<file path="config.mk">
export PLATFORM = sky130hd
export DESIGN_NAME = ram_access_controller_flat
export DESIGN_NICKNAME = d
export VERILOG_FILES = /design/src/rtl/ram_access_pkg.sv /design/src/rtl/ram_access_controller_if.sv /design/src/rtl/ram_access_controller_byte_lane_merge.sv /design/src/rtl/ram_access_controller.sv /design/src/flat_wrapper.sv
export SDC_FILE = /design/constraint.sdc
export NUM_CORES = 1
export LEC_CHECK = 0
export CORE_AREA = 5 5 147 149
export DETAILED_ROUTE_END_ITERATION = 6
export DIE_AREA = 0 0 152 154
export GPL_ROUTABILITY_DRIVEN = 0
export PLACE_DENSITY = 0.57
export SETUP_SLACK_MARGIN = 0.15
export SLEW_MARGIN = 30
export SYNTH_ARGS = -nofsm -noshare
export SYNTH_HDL_FRONTEND = slang
export SYNTH_SLANG_ARGS = --single-unit
</file>
<file path="constraint.sdc">
create_clock -name clock -period 5.8 [get_ports clock]
set_input_delay 1.74 -clock clock [delete_from_list [all_inputs] [get_ports clock]]
set_output_delay 1.74 -clock clock [all_outputs]
set_load 0.05 [all_outputs]
</file>
<file path="src/rtl/ram_access_pkg.sv">
// ram_access_pkg
//   Shared types and constants for ram_access_controller and its store
//   merge helper: RISC-V load/store funct3 encodings, controller state
//   encoding and byte/halfword lane widths.
package ram_access_pkg;

   // Load encodings of funct3
   typedef enum logic [2:0] {
      LB  = 3'd0,
      LH  = 3'd1,
      LW  = 3'd2,
      LBU = 3'd4,
      LHU = 3'd5
   } load_funct3_e;

   // Store encodings of funct3
   typedef enum logic [2:0] {
      SB = 3'd0,
      SH = 3'd1,
      SW = 3'd2
   } store_funct3_e;

   typedef enum logic [2:0] {
      IDLE  = 3'd0,
      READ  = 3'd1,
      MERGE = 3'd2,
      WRITE = 3'd3,
      DONE  = 3'd4
   } state_e;

   localparam int BYTE_W = 8;
   localparam int HALF_W = 16;
   localparam int WORD_W = 32;

endpackage

</file>
<file path="src/rtl/ram_access_controller_if.sv">
// ram_access_controller_if
//   Request/response handshake bundle between a load/store initiator and
//   ram_access_controller.
//   master : drives reqValid/reqWrite/reqFunct3/reqAddress/reqData and
//            respReady; observes reqReady and the response.
//   slave  : the controller side (mirror of master).
interface ram_access_controller_if;
   logic        reqValid;
   logic        reqReady;
   logic        reqWrite;
   logic [2:0]  reqFunct3;
   logic [31:0] reqAddress;
   logic [31:0] reqData;
   logic        respValid;
   logic        respReady;
   logic [31:0] respData;
   logic        respError;

   modport master (
      output reqValid, reqWrite, reqFunct3, reqAddress, reqData, respReady,
      input  reqReady, respValid, respData, respError
   );

   modport slave (
      input  reqValid, reqWrite, reqFunct3, reqAddress, reqData, respReady,
      output reqReady, respValid, respData, respError
   );
endinterface

</file>
<file path="src/rtl/ram_access_controller_byte_lane_merge.sv">
// byte_lane_merge
//   Combinational store merge: inserts the low byte (SB) or low halfword
//   (SH) of newData into the lane of oldWord selected by byteOffset.
//   Any other funct3 passes newData through as a full word.
//   Ports: oldWord (word read from RAM), newData (store data), funct3,
//          byteOffset (address[1:0]), merged (word to write back).
module byte_lane_merge
   import ram_access_pkg::*;
(
   input  logic [WORD_W-1:0] oldWord,
   input  logic [WORD_W-1:0] newData,
   input  logic [2:0]        funct3,
   input  logic [1:0]        byteOffset,
   output logic [WORD_W-1:0] merged
);

   always_comb begin
      merged = oldWord;
      case (funct3)
         SB:      merged[{byteOffset, 3'b000} +: BYTE_W] = newData[BYTE_W-1:0];
         // Halfword lane is picked by address[1] only; address[0] is either
         // rejected upstream or deliberately ignored.
         SH:      merged[{byteOffset[1], 4'b0000} +: HALF_W] = newData[HALF_W-1:0];
         default: merged = newData;
      endcase
   end

endmodule

</file>
<file path="src/rtl/ram_access_controller.sv">
// ram_access_controller
//   Owns the write port and read port A of the word-wide data RAM. Accepts
//   one load/store at a time, performs read-modify-write for SB/SH and
//   sign/zero extension for loads, and returns one response per request.
//   Optional macro MISALIGNED_CHECK_EN: when defined, misaligned halfword
//   and word accesses are answered with respError and never touch the RAM.
//   Ports:
//     clock, reset       : clock, asynchronous active-high reset
//     bus (slave)        : request/response handshake
//     ramWriteAddress    : RAM write word address
//     ramDataIn          : RAM write data
//     ramWriteEnable     : RAM write strobe
//     ramReadAddress     : RAM read port A word address
//     ramDataOut         : RAM read port A data (one clock after address)
module ram_access_controller
   import ram_access_pkg::*;
#(
   parameter int RAM_A_WIDTH = 12
) (
   input  logic                   clock,
   input  logic                   reset,
   ram_access_controller_if.slave bus,
   output logic [RAM_A_WIDTH-1:0] ramWriteAddress,
   output logic [WORD_W-1:0]      ramDataIn,
   output logic                   ramWriteEnable,
   output logic [RAM_A_WIDTH-1:0] ramReadAddress,
   input  logic [WORD_W-1:0]      ramDataOut
);

`ifdef MISALIGNED_CHECK_EN
   localparam bit ALIGN_CHECK = 1'b1;
`else
   localparam bit ALIGN_CHECK = 1'b0;
`endif

   state_e                 state, nextState;
   logic                   capWrite;
   logic [2:0]             capFunct3;
   logic [1:0]             capOffset;
   logic [RAM_A_WIDTH-1:0] capWordAddr;
   logic [WORD_W-1:0]      capData;
   logic [WORD_W-1:0]      mergedWord;
   logic                   reqErr;
   logic                   accept;
   logic                   unused_addr_bits;

   // Byte address bits above the RAM word range are ignored.
   assign unused_addr_bits = ^bus.reqAddress[31:RAM_A_WIDTH+2];

   function automatic logic req_error(logic write, logic [2:0] f3, logic [1:0] off);
      logic illegal;
      logic misaligned;
      illegal    = write ? (f3 > 3'd2) : (f3 == 3'd3 || f3 >= 3'd6);
      // f3[1:0]==1 covers LH/LHU/SH, f3[1:0]==2 covers LW/SW
      misaligned = (f3[1:0] == 2'd1 && off[0]) || (f3[1:0] == 2'd2 && off != 2'd0);
      return illegal || (ALIGN_CHECK && misaligned);
   endfunction

   function automatic logic [WORD_W-1:0] extend_load(logic [WORD_W-1:0] w,
                                                     logic [2:0] f3,
                                                     logic [1:0] off);
      logic signed [BYTE_W-1:0] b;
      logic signed [HALF_W-1:0] h;
      logic [WORD_W-1:0]        r;
      b = w[{off, 3'b000} +: BYTE_W];
      h = off[1] ? w[31:16] : w[15:0];
      case (f3)
         LB:      r = WORD_W'(b);
         LH:      r = WORD_W'(h);
         LW:      r = w;
         LBU:     r = {24'b0, b};
         LHU:     r = {16'b0, h};
         default: r = '0;
      endcase
      return r;
   endfunction

   assign reqErr = req_error(bus.reqWrite, bus.reqFunct3, bus.reqAddress[1:0]);
   assign accept = (state == IDLE) && bus.reqValid;

   byte_lane_merge u_merge (
      .oldWord   (ramDataOut),
      .newData   (capData),
      .funct3    (capFunct3),
      .byteOffset(capOffset),
      .merged    (mergedWord)
   );

   always_ff @(posedge clock or posedge reset) begin
      if (reset) state <= IDLE;
      else       state <= nextState;
   end

   always_comb begin
      nextState       = state;
      bus.reqReady    = 1'b0;
      bus.respValid   = 1'b0;
      ramWriteEnable  = 1'b0;
      ramDataIn       = '0;
      // The RAM read is synchronous, so the address is presented straight
      // from the request while idle; the word is then valid during READ.
      ramReadAddress  = accept ? bus.reqAddress[RAM_A_WIDTH+1:2] : capWordAddr;
      case (state)
         IDLE: begin
            bus.reqReady = 1'b1;
            if (bus.reqValid) begin
               if (reqErr)                                nextState = DONE;
               else if (bus.reqWrite && bus.reqFunct3 == SW) nextState = WRITE;
               else                                       nextState = READ;
            end
         end
         READ:  nextState = capWrite ? MERGE : DONE;
         MERGE: begin
            ramWriteEnable = 1'b1;
            ramDataIn      = mergedWord;
            nextState      = DONE;
         end
         WRITE: begin
            ramWriteEnable = 1'b1;
            ramDataIn      = capData;
            nextState      = DONE;
         end
         DONE: begin
            bus.respValid = 1'b1;
            if (bus.respReady) nextState = IDLE;
         end
         default: nextState = IDLE;
      endcase
   end

   always_ff @(posedge clock or posedge reset) begin
      if (reset) begin
         capWrite      <= 1'b0;
         capFunct3     <= '0;
         capOffset     <= '0;
         capWordAddr   <= '0;
         bus.respData  <= '0;
         bus.respError <= 1'b0;
      end else if (accept) begin
         capWrite      <= bus.reqWrite;
         capFunct3     <= bus.reqFunct3;
         capOffset     <= bus.reqAddress[1:0];
         capWordAddr   <= bus.reqAddress[RAM_A_WIDTH+1:2];
         bus.respError <= reqErr;
         bus.respData  <= '0;
      end else if (state == READ && !capWrite) begin
         bus.respData  <= extend_load(ramDataOut, capFunct3, capOffset);
      end
   end

   always_ff @(posedge clock) begin
      if (accept) capData <= bus.reqData;
   end

   assign ramWriteAddress = capWordAddr;

endmodule
</file>
<file path="src/flat_wrapper.sv">
// flat-port wrapper written by rule: the top's interface ports become plain ports
module ram_access_controller_flat import ram_access_pkg::*;
#(
   parameter int RAM_A_WIDTH = 12
)
  (clock, reset, ramWriteAddress, ramDataIn, ramWriteEnable, ramReadAddress, ramDataOut, bus_reqValid, bus_reqWrite, bus_reqFunct3, bus_reqAddress, bus_reqData, bus_respReady, bus_reqReady, bus_respValid, bus_respData, bus_respError);
  ram_access_controller_if bus_i ();
  input  logic clock;
  input  logic reset;
  output logic [RAM_A_WIDTH-1:0] ramWriteAddress;
  output logic [WORD_W-1:0] ramDataIn;
  output logic ramWriteEnable;
  output logic [RAM_A_WIDTH-1:0] ramReadAddress;
  input  logic [WORD_W-1:0] ramDataOut;
  input wire logic [$bits(bus_i.reqValid)-1:0] bus_reqValid;
  input wire logic [$bits(bus_i.reqWrite)-1:0] bus_reqWrite;
  input wire logic [$bits(bus_i.reqFunct3)-1:0] bus_reqFunct3;
  input wire logic [$bits(bus_i.reqAddress)-1:0] bus_reqAddress;
  input wire logic [$bits(bus_i.reqData)-1:0] bus_reqData;
  input wire logic [$bits(bus_i.respReady)-1:0] bus_respReady;
  output wire logic [$bits(bus_i.reqReady)-1:0] bus_reqReady;
  output wire logic [$bits(bus_i.respValid)-1:0] bus_respValid;
  output wire logic [$bits(bus_i.respData)-1:0] bus_respData;
  output wire logic [$bits(bus_i.respError)-1:0] bus_respError;
  assign bus_i.reqValid = bus_reqValid;
  assign bus_i.reqWrite = bus_reqWrite;
  assign bus_i.reqFunct3 = bus_reqFunct3;
  assign bus_i.reqAddress = bus_reqAddress;
  assign bus_i.reqData = bus_reqData;
  assign bus_i.respReady = bus_respReady;
  assign bus_reqReady = bus_i.reqReady;
  assign bus_respValid = bus_i.respValid;
  assign bus_respData = bus_i.respData;
  assign bus_respError = bus_i.respError;
  ram_access_controller #(.RAM_A_WIDTH(RAM_A_WIDTH)) u_core (.clock(clock), .reset(reset), .bus(bus_i), .ramWriteAddress(ramWriteAddress), .ramDataIn(ramDataIn), .ramWriteEnable(ramWriteEnable), .ramReadAddress(ramReadAddress), .ramDataOut(ramDataOut));
endmodule
</file>
## Word-level counts from Yosys, hierarchy flattened

Index checks and enable logic that the tools add are counted.

- Add/sub/neg operators: 2
- Mux-type cells: 19
- Reduce and logical (&&, ||, !) cells: 10
- $lt $le $gt $ge: 2
- Shift-type cells: 5
- Eq/ne operators: 12

Operators by type and width:

| operator | count |
|---|---|
| one-hot mux 32 bit (5 select lines) | 1 |
| one-hot mux 32 bit (2 select lines) | 2 |
| bitwise mux 32 bit | 2 |
| two-way mux 32 bit | 2 |
| variable shift 16 x 7 -> 32 bit (first input constant) | 1 |
| variable shift 8 x 7 -> 32 bit (first input constant) | 1 |
| indexed part select 16 x 7 -> 32 bit | 1 |
| indexed part select 32 x 6 -> 8 bit | 1 |
| indexed part select 8 x 7 -> 32 bit | 1 |
| two-way mux 16 bit | 1 |
| == test 3 x 2 -> 1 bit (second input constant) | 5 |
| negator 5 -> 7 bit | 2 |
| two-way mux 12 bit | 1 |
| two-way mux 3 bit | 4 |
| one-hot mux 3 bit (4 select lines) | 1 |
| == test 3 bit (second input constant) | 3 |
| == test 3 x 1 -> 1 bit (second input constant) | 2 |
| zero test 3 bit | 2 |
| two-way mux 1 bit | 4 |
| != test 2 bit (second input constant) | 2 |
| >= comparator 3 bit (second input constant) | 1 |
| > comparator 3 x 2 -> 1 bit (second input constant) | 1 |
| logical AND 1 bit | 3 |
| two-way mux 2 bit | 1 |
| 5 further kinds | 5 |

- Input port bits: 104
- Output and inout port bits: 92
- Register bits: 86

## Depth between registers and ports, before layout

Gate-level depths: netlist (run 1).

- Word-level depth: 6
- Gate-level depth with buffers: 9

## Modules after synthesis

Synthesis (run 1) repeated with hierarchy kept, for this count alone.

- Cell total of the unflattened synthesis: 460
- Area, all modules: 5088.6 um^2

Modules (own cells, without submodules):

| module | cells an instance | area each (um^2) | seq. area each (um^2) | instances |
|---|---|---|---|---|
| ram_access_controller | 299 | 3977.6 | 2312.2 | 1 |
| byte_lane_merge | 161 | 1111.1 | 0.0 | 1 |

## Worst setup path before layout (run 1)

OpenSTA, ideal clock, no wires.

- Path type: reg-to-output
- From: reg u_core.capOffset[1]
- To: out ramDataIn[24]
- Cell stages (with the launch flop): 9
- Path slack: 995 ps
- Arrival time: 3065 ps
- Data required time: 4060 ps
- Buffers on the path: 2
- Cell sequence: dfrtp_1 -> buf_2 -> buf_2 -> inv_1 -> ha_1 -> nand2b_1 -> nor4b_2 -> a221oi_1 -> o21ai_0

- Word-level cells in the longest chain between the ends: 5

Ends and longest elaborated chain:

| item | RTL line | source |
|---|---|---|
| start: declaration | ram_access_controller.sv:39 | `logic [1:0] capOffset;` |
| start signal: assignment | ram_access_controller.sv:142 | `capOffset <= bus.reqAddress[1:0];` |
| negator 5 -> 7 bit, on equally long branches | ram_access_controller_byte_lane_merge.sv:23, ram_access_controller_byte_lane_merge.sv:20 |  |
| indexed part select 16 x 7 -> 32 bit, or another cell as far along | ram_access_controller_byte_lane_merge.sv:23 | `SH: merged[{byteOffset[1], 4'b0000} +: HALF_W] = newData[HALF_W-1:0];` |
| bitwise mux 32 bit, on equally long branches | ram_access_controller_byte_lane_merge.sv:23, ram_access_controller_byte_lane_merge.sv:20 |  |
| one-hot mux 32 bit (2 select lines) * | ram_access_controller_byte_lane_merge.sv:19 | `case (funct3)` |
| one-hot mux 32 bit (2 select lines) * | ram_access_controller.sv:103 | `case (state)` |
| end: declaration | flat_wrapper.sv:11 | `output logic [WORD_W-1:0] ramDataIn;` |

Mark *: on every way between the ends. The rest lies on a longest branch, timed or not.

## Worst setup path in the final report (run 1)

- From: in bus_reqValid
- To: out ramReadAddress[6]

- Word-level cells in the longest chain between the ends: 2

Ends and longest elaborated chain:

| item | RTL line | source |
|---|---|---|
| start: declaration | flat_wrapper.sv:15 | `input wire logic [$bits(bus_i.reqValid)-1:0] bus_reqValid;` |
| logical AND 1 bit | ram_access_controller.sv:79 | `assign accept = (state == IDLE) && bus.reqValid;` |
| two-way mux 12 bit | ram_access_controller.sv:102 | `ramReadAddress = accept ? bus.reqAddress[RAM_A_WIDTH+1:2] : capWordAddr;` |
| end: declaration | flat_wrapper.sv:13 | `output logic [RAM_A_WIDTH-1:0] ramReadAddress;` |

Every way passes these cells.

==> summary.md, run 1 <==
| Metric | Value |
|---|---|
| Largest area contributor in the netlist | `dfrtp_1` |
| Min Clock Period, post-route | `5.44 ns` |
| Slew Limit Fails | `0` |
| Initial antenna violation count | `2` |
| Top Usage Layer GRT | `met2` |
| Routed wire per std cell | `21.9 µm` |
| CTS Hold Bufs | `0` |
| Layout fillers | `2030` |
| RSZ-0062 raised after global routing | `no` |
| Largest net degree at the start of global routing | `55` |
| Tot Pwr | `3430 µW` |
| Vias post-DR | `4187` |
| Slew @ Worst Pin | `0.998 ns` |
| Cts bufs inserted | `9` |
| Final Worst Setup Slack | `0.361 ns` |
| FMAX | `0.184 GHz` |
| Vias in the first global route | `4376` |
| Iteration-0 DRC Markers | `299` |
| Power per cell area | `499 mW/mm²` |
| N_diodes | `0` |
| Critical path peak fanout | `13` |
| Max VDD drop | `417 µV` |
| P_leak | `0.00257 µW` |
| # IOs | `196` |
| Synth Instances | `384` |
| Row count | `52` |
| Chip width | `152 µm` |
| Final Instance Count excl. Fillers | `between 800 and 900` |
| Layout cell share with drive strength beyond 1 | `0.119` |
| Hold Path Stages | `1` |
| Crit path kind | `in -> out` |
| Layout area overhead | `52.4%` |
| Hold Path Sink | `u_core.bus.respData[15]` |
| Clk slew on worst S/H paths | `around 0.060 ns` |
| Worst r2r src | `u_core.state[0]` |
| Post-synth EDFFs | `32` |
| Full die area | `0.0234 mm²` |
| Reg2reg setup slack | `3.29 ns` |
| Starting Density | `0.225` |
| Sequential Area | `roughly 0.0023 mm²` |
| Via density | `5.07` |
| Global Route met2 Usage | `0.243` |
| Min-delay src | `u_core.bus.respData[15]` |
| Top FF cell, synth | `dfrtp_1` |
| #FFs+latches synth | `86` |
| Final setup fails | `0` |
| Data arrival, critical path | `3.70 ns` |
| Hold Vio Cnt, Final | `0` |
| Top cells by count, synth | `dfrtp_1, edfxtp_1, a21oi_1` |
| Yosys top cell area share | `0.300` |
| DP HPWL | `around 14 mm` |
| First-pass GRT wire length | `27.2 mm` |
| GR Util All Layers | `0.149` |
| Met1 GRT Util | `0.186` |
| Post-Place Cells | `810` |
| Area contributors post-synth | `dfrtp_1, edfxtp_1, mux2_2` |
| Final TNS setup | `0 ns` |
| CTS Root Buffer Type | `clkbuf_16` |
| Area of the multi-input gates | `0.00204 mm²` |
| Post-synthesis sequential area ratio | `0.513` |
| CTS tree | `built` |
| Area post-placement | `0.00654 mm²` |
| Die Y-Extent | `roughly 150 µm` |
| # Post-CTS Setup Buffers | `0` |
| Finished Cell Area | `roughly 0.0069 mm²` |
| Final WL | `18.1 mm` |
| IO buf count | `177` |
| Syn Area/Cell | `about 12 µm²` |
| Final net count | `660` |
| Final period util | `0.938` |
| Clock Latency Late Sink | `0.35 ns` |
| Number of clock sinks | `86` |
| GRT Residual Overflow | `0` |
| Worst EP required | `slightly above 4 ns` |
| Most common cell in the netlist | `dfrtp_1` |
| Post_cts resized | `0` |
| Remaining DRCs | `0` |
| Post-Place Setup Slack | `approximately 0.34 ns` |
| Final ANT Viol Nets | `0` |
| Crit path from | `bus_reqValid` |
| Synth Cell Area | `0.00451 mm²` |
| Worst Setup End Kind | `output port` |
| Status | `completed` |
| Synth cell types | `47` |
| HP Class | `reg -> reg` |
| Yosys warning count | `0` |
| Slew Limit Headroom | `0.330` |
| First-pass DRT Iterations | `5` |
| Ys async rst share | `0.628` |
| Met3 global-route usage | `0.0436` |
| H-tree depth | `3` |
| FF-to-FF End | `u_core.bus.respData[24]` |
| Reg2Reg Depth | `5` |
| Worst clock skew | `a little over 0.01 ns` |
| Synthesized net count | `493` |
| Max-cap viol count | `0` |
| Setup crit start kind | `primary input` |
| Max clock buf depth | `2` |
| Placeable Area | `0.0200 mm²` |
cells in the final DEF (no fill, tap or decap), types with 3 or more instances in the layout:
master | Yosys | routed
a222oi_1 | 7 | 7
buf_4 | 2 | 10
a221o_1 | 24 | 24
a21oi_1 | 27 | 27
ha_1 | 5 | 5
o21ai_0 | 23 | 23
dfrtp_1 | 54 | 54
mux2_2 | 24 | 24
nand2_1 | 6 | 6
nor2_1 | 18 | 17
a22o_1 | 8 | 8
o2bb2ai_1 | 9 | 9
clkbuf_16 | 0 | 9
a221oi_1 | 9 | 9
nor3_1 | 5 | 5
inv_1 | 6 | 5
edfxtp_1 | 32 | 32
a22oi_1 | 24 | 24
clkdlybuf4s50_1 | 0 | 175
a21o_1 | 9 | 9
o21ai_1 | 4 | 4
a2bb2oi_1 | 8 | 8
and2_1 | 4 | 3
nor2b_1 | 21 | 21
worst max-delay path: stages:
cell	delay, ns
clkdlybuf4s50_1	0.50
and2_2	0.35
mux2_2	0.39
clkdlybuf4s50_1	0.72
how the worst max path moves through the flow:
stage	end	slack (ns)	cells past startpoint
6_report	ramReadAddress[6]	0.36	4
5_1_grt	ramReadAddress[3]	0.27	4
4_1_cts	ramReadAddress[7]	0.34	4
3_5_place_dp	ramReadAddress[7]	0.34	4
3_3_place_gp	ramReadAddress[0]	0.37	4
2_1_floorplan	ramDataIn[24]	0.99	8
where the power goes:
| group | switching, µW | internal, µW | leakage (µW) |
|---|---|---|---|
| combinational | 1140 | 646 | 0.00140 |
| clock | 255 | 392 | 0.000163 |
| sequential | 185 | 812 | 0.00101 |
final cells by class:
cell class                      count  share of cell area
Multi-Input combinational cell    263               0.297
Sequential cell                    86               0.336
Inverter                            6             0.00328
Tap cell                          270              0.0491
Clock inverter                      6              0.0133
Timing Repair Buffer              185               0.266
Clock buffer                       10              0.0348
metrics by stage:
stage / utilization / hold WS, ns
2_1_floorplan: - / 0.517
3_3_place_gp: 0.326 / 0.475
3_5_place_dp: 0.326 / 0.475
4_1_cts: 0.343 / 0.496
5_1_grt: 0.343 / 0.515
6_report: 0.343 / 0.490
registers in the layout, summed over array words and instances, names as in the netlist:
name / flops
u_core.bus.respData: 32
u_core.capData: 32
u_core.ramWriteAddress: 12
u_core.capFunct3: 3
u_core.state: 3
u_core.capOffset: 2
u_core.bus.respError: 1
u_core.capWrite: 1
cell families after synthesis:
family | share of synthesized area
compound gates | 0.261
flops | 0.513
simple gates | 0.107
buf+inv | 0.0388
mux | 0.0671
fa+ha+maj | 0.0139
layer usage:
metal	vias to the layer above	routed length, µm
met2	251	8520
met5	-	30
met4	4	671
li1	1853	-
met3	35	1450
met1	2044	7430
Power figures use the tool's default switching activity.
==> run 2: changes to the inputs <==
PLACE_DENSITY = 0.59   (was 0.57)
clock period = 4.45 ns   (was 5.8 ns; I/O delays follow)
==> run 2 against run 1 <==
Effect of this change:
- die area did not move
- critical path depth did not move
- sequential cell count did not move
- final cell count rose by 0.36%
- clock-buffer cell count rose by 2
- critical path type unchanged
- critical endpoint is now ramReadAddress[9]
- largest cell class unchanged
- highest routed layer is now met4
==> summary.md, run 2 (synthesized netlist as in run 1, its figures left out) <==
| Metric | Value |
|---|---|
| Status | `completed` |
| Data arrival, critical path | `2.80 ns (-0.90 ns)` |
| Starting Density | `0.225 (unchanged)` |
| Final WL | `17.8 mm (-1.7%)` |
| Chip width | `152 µm (unchanged)` |
| Post_cts resized | `0 (unchanged)` |
| Slew Limit Fails | `0 (unchanged)` |
| DP HPWL | `13.9 mm (+0.40%)` |
| Commonest non-fill, non-tap cell in the layout | `clkdlybuf4s50_1` |
| Final setup fails | `0 (unchanged)` |
| CP cell instances | `clkdlybuf4s50_1 > and2_2 > mux2_2 > buf_4` |
| # Post-CTS Setup Buffers | `0 (unchanged)` |
| GR Util All Layers | `0.146 (-0.00295)` |
| Setup crit start kind | `primary input` |
| N_diodes | `0 (unchanged)` |
| Most frequent cells in the layout | `clkdlybuf4s50_1, dfrtp_1, edfxtp_1` |
| Layout area overhead | `56.9%` |
| Slew Limit Headroom | `0.379 (+0.0493)` |
| HP Class | `reg -> reg` |
| CTS Hold Bufs | `0 (unchanged)` |
| Slowest-stage cell, CP | `clkdlybuf4s50_1` |
| Full die area | `0.0234 mm² (unchanged)` |
| Met2 WL | `8.44 mm (-0.97%)` |
| Reg2reg setup slack | `1.97 ns (-1.32 ns)` |
| Placeable Area | `0.0200 mm² (unchanged)` |
| Vias post-DR | `4186 (-0.024%)` |
| First-pass DRT Iterations | `7 (+2)` |
| Worst EP required | `3.12 ns (-0.94 ns)` |
| Die Y-Extent | `154 µm (unchanged)` |
| IO buf count | `177 (unchanged)` |
| M1 wire length | `7.40 mm (-0.43%)` |
| Min Clock Period, post-route | `4.13 ns` |
| # IOs | `196 (unchanged)` |
| Critical path peak fanout | `13 (unchanged)` |
| Iteration-0 DRC Markers | `311 (+4.0%)` |
| Number of clock sinks | `86 (unchanged)` |
| Initial antenna violation count | `0 (-2)` |
| First-pass GRT wire length | `26.6 mm (-2.0%)` |
| Vias in the first global route | `4370 (-0.14%)` |
| Worst clock skew | `0.00927 ns (-0.000790 ns)` |
| Worst Path Buf+Inv | `2 (unchanged)` |
| Final period util | `0.929` |
| Tot Pwr | `4500 µW (+31%)` |
| P_leak | `0.00272 µW (+5.8%)` |
| Cts bufs inserted | `9 (unchanged)` |
| Power per cell area | `636 mW/mm² (+28%)` |
| Row count | `52 (unchanged)` |
| Slew @ Worst Pin | `0.924 ns (-0.0734 ns)` |
| Worst Setup End Kind | `output port` |
| GRT Residual Overflow | `0 (unchanged)` |
| RSZ-0062 raised after global routing | `no` |
| Max-cap viol count | `0 (unchanged)` |
| FMAX | `around 0.24 GHz` |
| Clk slew on worst S/H paths | `0.05 ns (about the same)` |
| WL met3 | `1.39 mm (-4.4%)` |
| Hold Vio Cnt, Final | `0 (unchanged)` |
| CTS tree | `built` |
| Final ANT Viol Nets | `0 (unchanged)` |
| Final TNS setup | `0 ns (unchanged)` |
| Layout cell share with drive strength beyond 1 | `0.191 (+0.0727)` |
| Clock Latency Late Sink | `0.34 ns (about the same)` |
| Routed wire per std cell | `21.5 µm (-2.1%)` |
| Largest net degree at the start of global routing | `55 (unchanged)` |
| Crit path kind | `in -> out` |
| Final net count | `663 (+0.45%)` |
| Remaining DRCs | `0 (unchanged)` |
| Max stage delay on crit path | `0.50 ns (-0.22 ns)` |
| Via density | `5.05 (-0.39%)` |
| Max clock buf depth | `2 (unchanged)` |
| Uppermost layer routed | `met4` |
| Max VDD drop | `402 µV (-3.7%)` |
| Family with the most delay on the worst path | `buffers and inverters` |
| H-tree depth | `3 (unchanged)` |
| CTS Root Buffer Type | `clkbuf_16` |
[run 2: layer usage]
| metal | vias to the layer above | track usage |
|---|---|---|
| met1 | 2075 | 0.178 |
| met2 | 210 | 0.241 |
| met3 | 35 | 0.0495 |
| met5 | - | 0 |
| li1 | 1866 | - |
| met4 | 0 | 0.0535 |
[run 2: stage by stage]
| step | std cells | setup WS [ns] | cell area (µm²) | util | hold slack, ns |
|---|---|---|---|---|---|
| after CTS | 829 | 0.304 | 7080 | 0.353 | 0.481 |
| after detailed placement | 813 | 0.305 | 6750 | 0.337 | 0.469 |
| after global placement | 813 | 0.322 | 6740 | 0.337 | 0.468 |
| after floorplan | 384 | 0.426 | 4510 | - | 0.517 |
| final | 829 | 0.317 | 7080 | 0.353 | 0.479 |
| after global routing | 829 | 0.219 | 7080 | 0.353 | 0.505 |
[run 2: worst paths after layout]
check	from	end	cells after the start
worst min-delay path	u_core.bus.respData[13]	u_core.bus.respData[13]	1
worst max register to register	u_core.state[0]	u_core.bus.respData[27]	5
max in group asynchronous	reset	u_core.bus.respData[6]	2
worst min register to register	u_core.bus.respData[13]	u_core.bus.respData[13]	1
min in group asynchronous	reset	u_core.ramWriteAddress[9]	2
worst max-delay path	bus_reqValid	ramReadAddress[9]	4
[run 2: area by class of cell]
cell class / count / area (µm²)
clock buffers: 12 / 258
clock inverters: 4 / 68.8
fillers: 2038 / 13000
inverters: 6 / 25.0
multi-input cells: 263 / 2030
flip-flops and latches: 86 / 2310
well taps: 270 / 338
repair buffers: 188 / 2040
[run 2: report_power, final]
group	switching [µW]	internal [µW]
Sequential	212	1060
Combinational	1520	877
Clock	308	524
Total	2040	2460
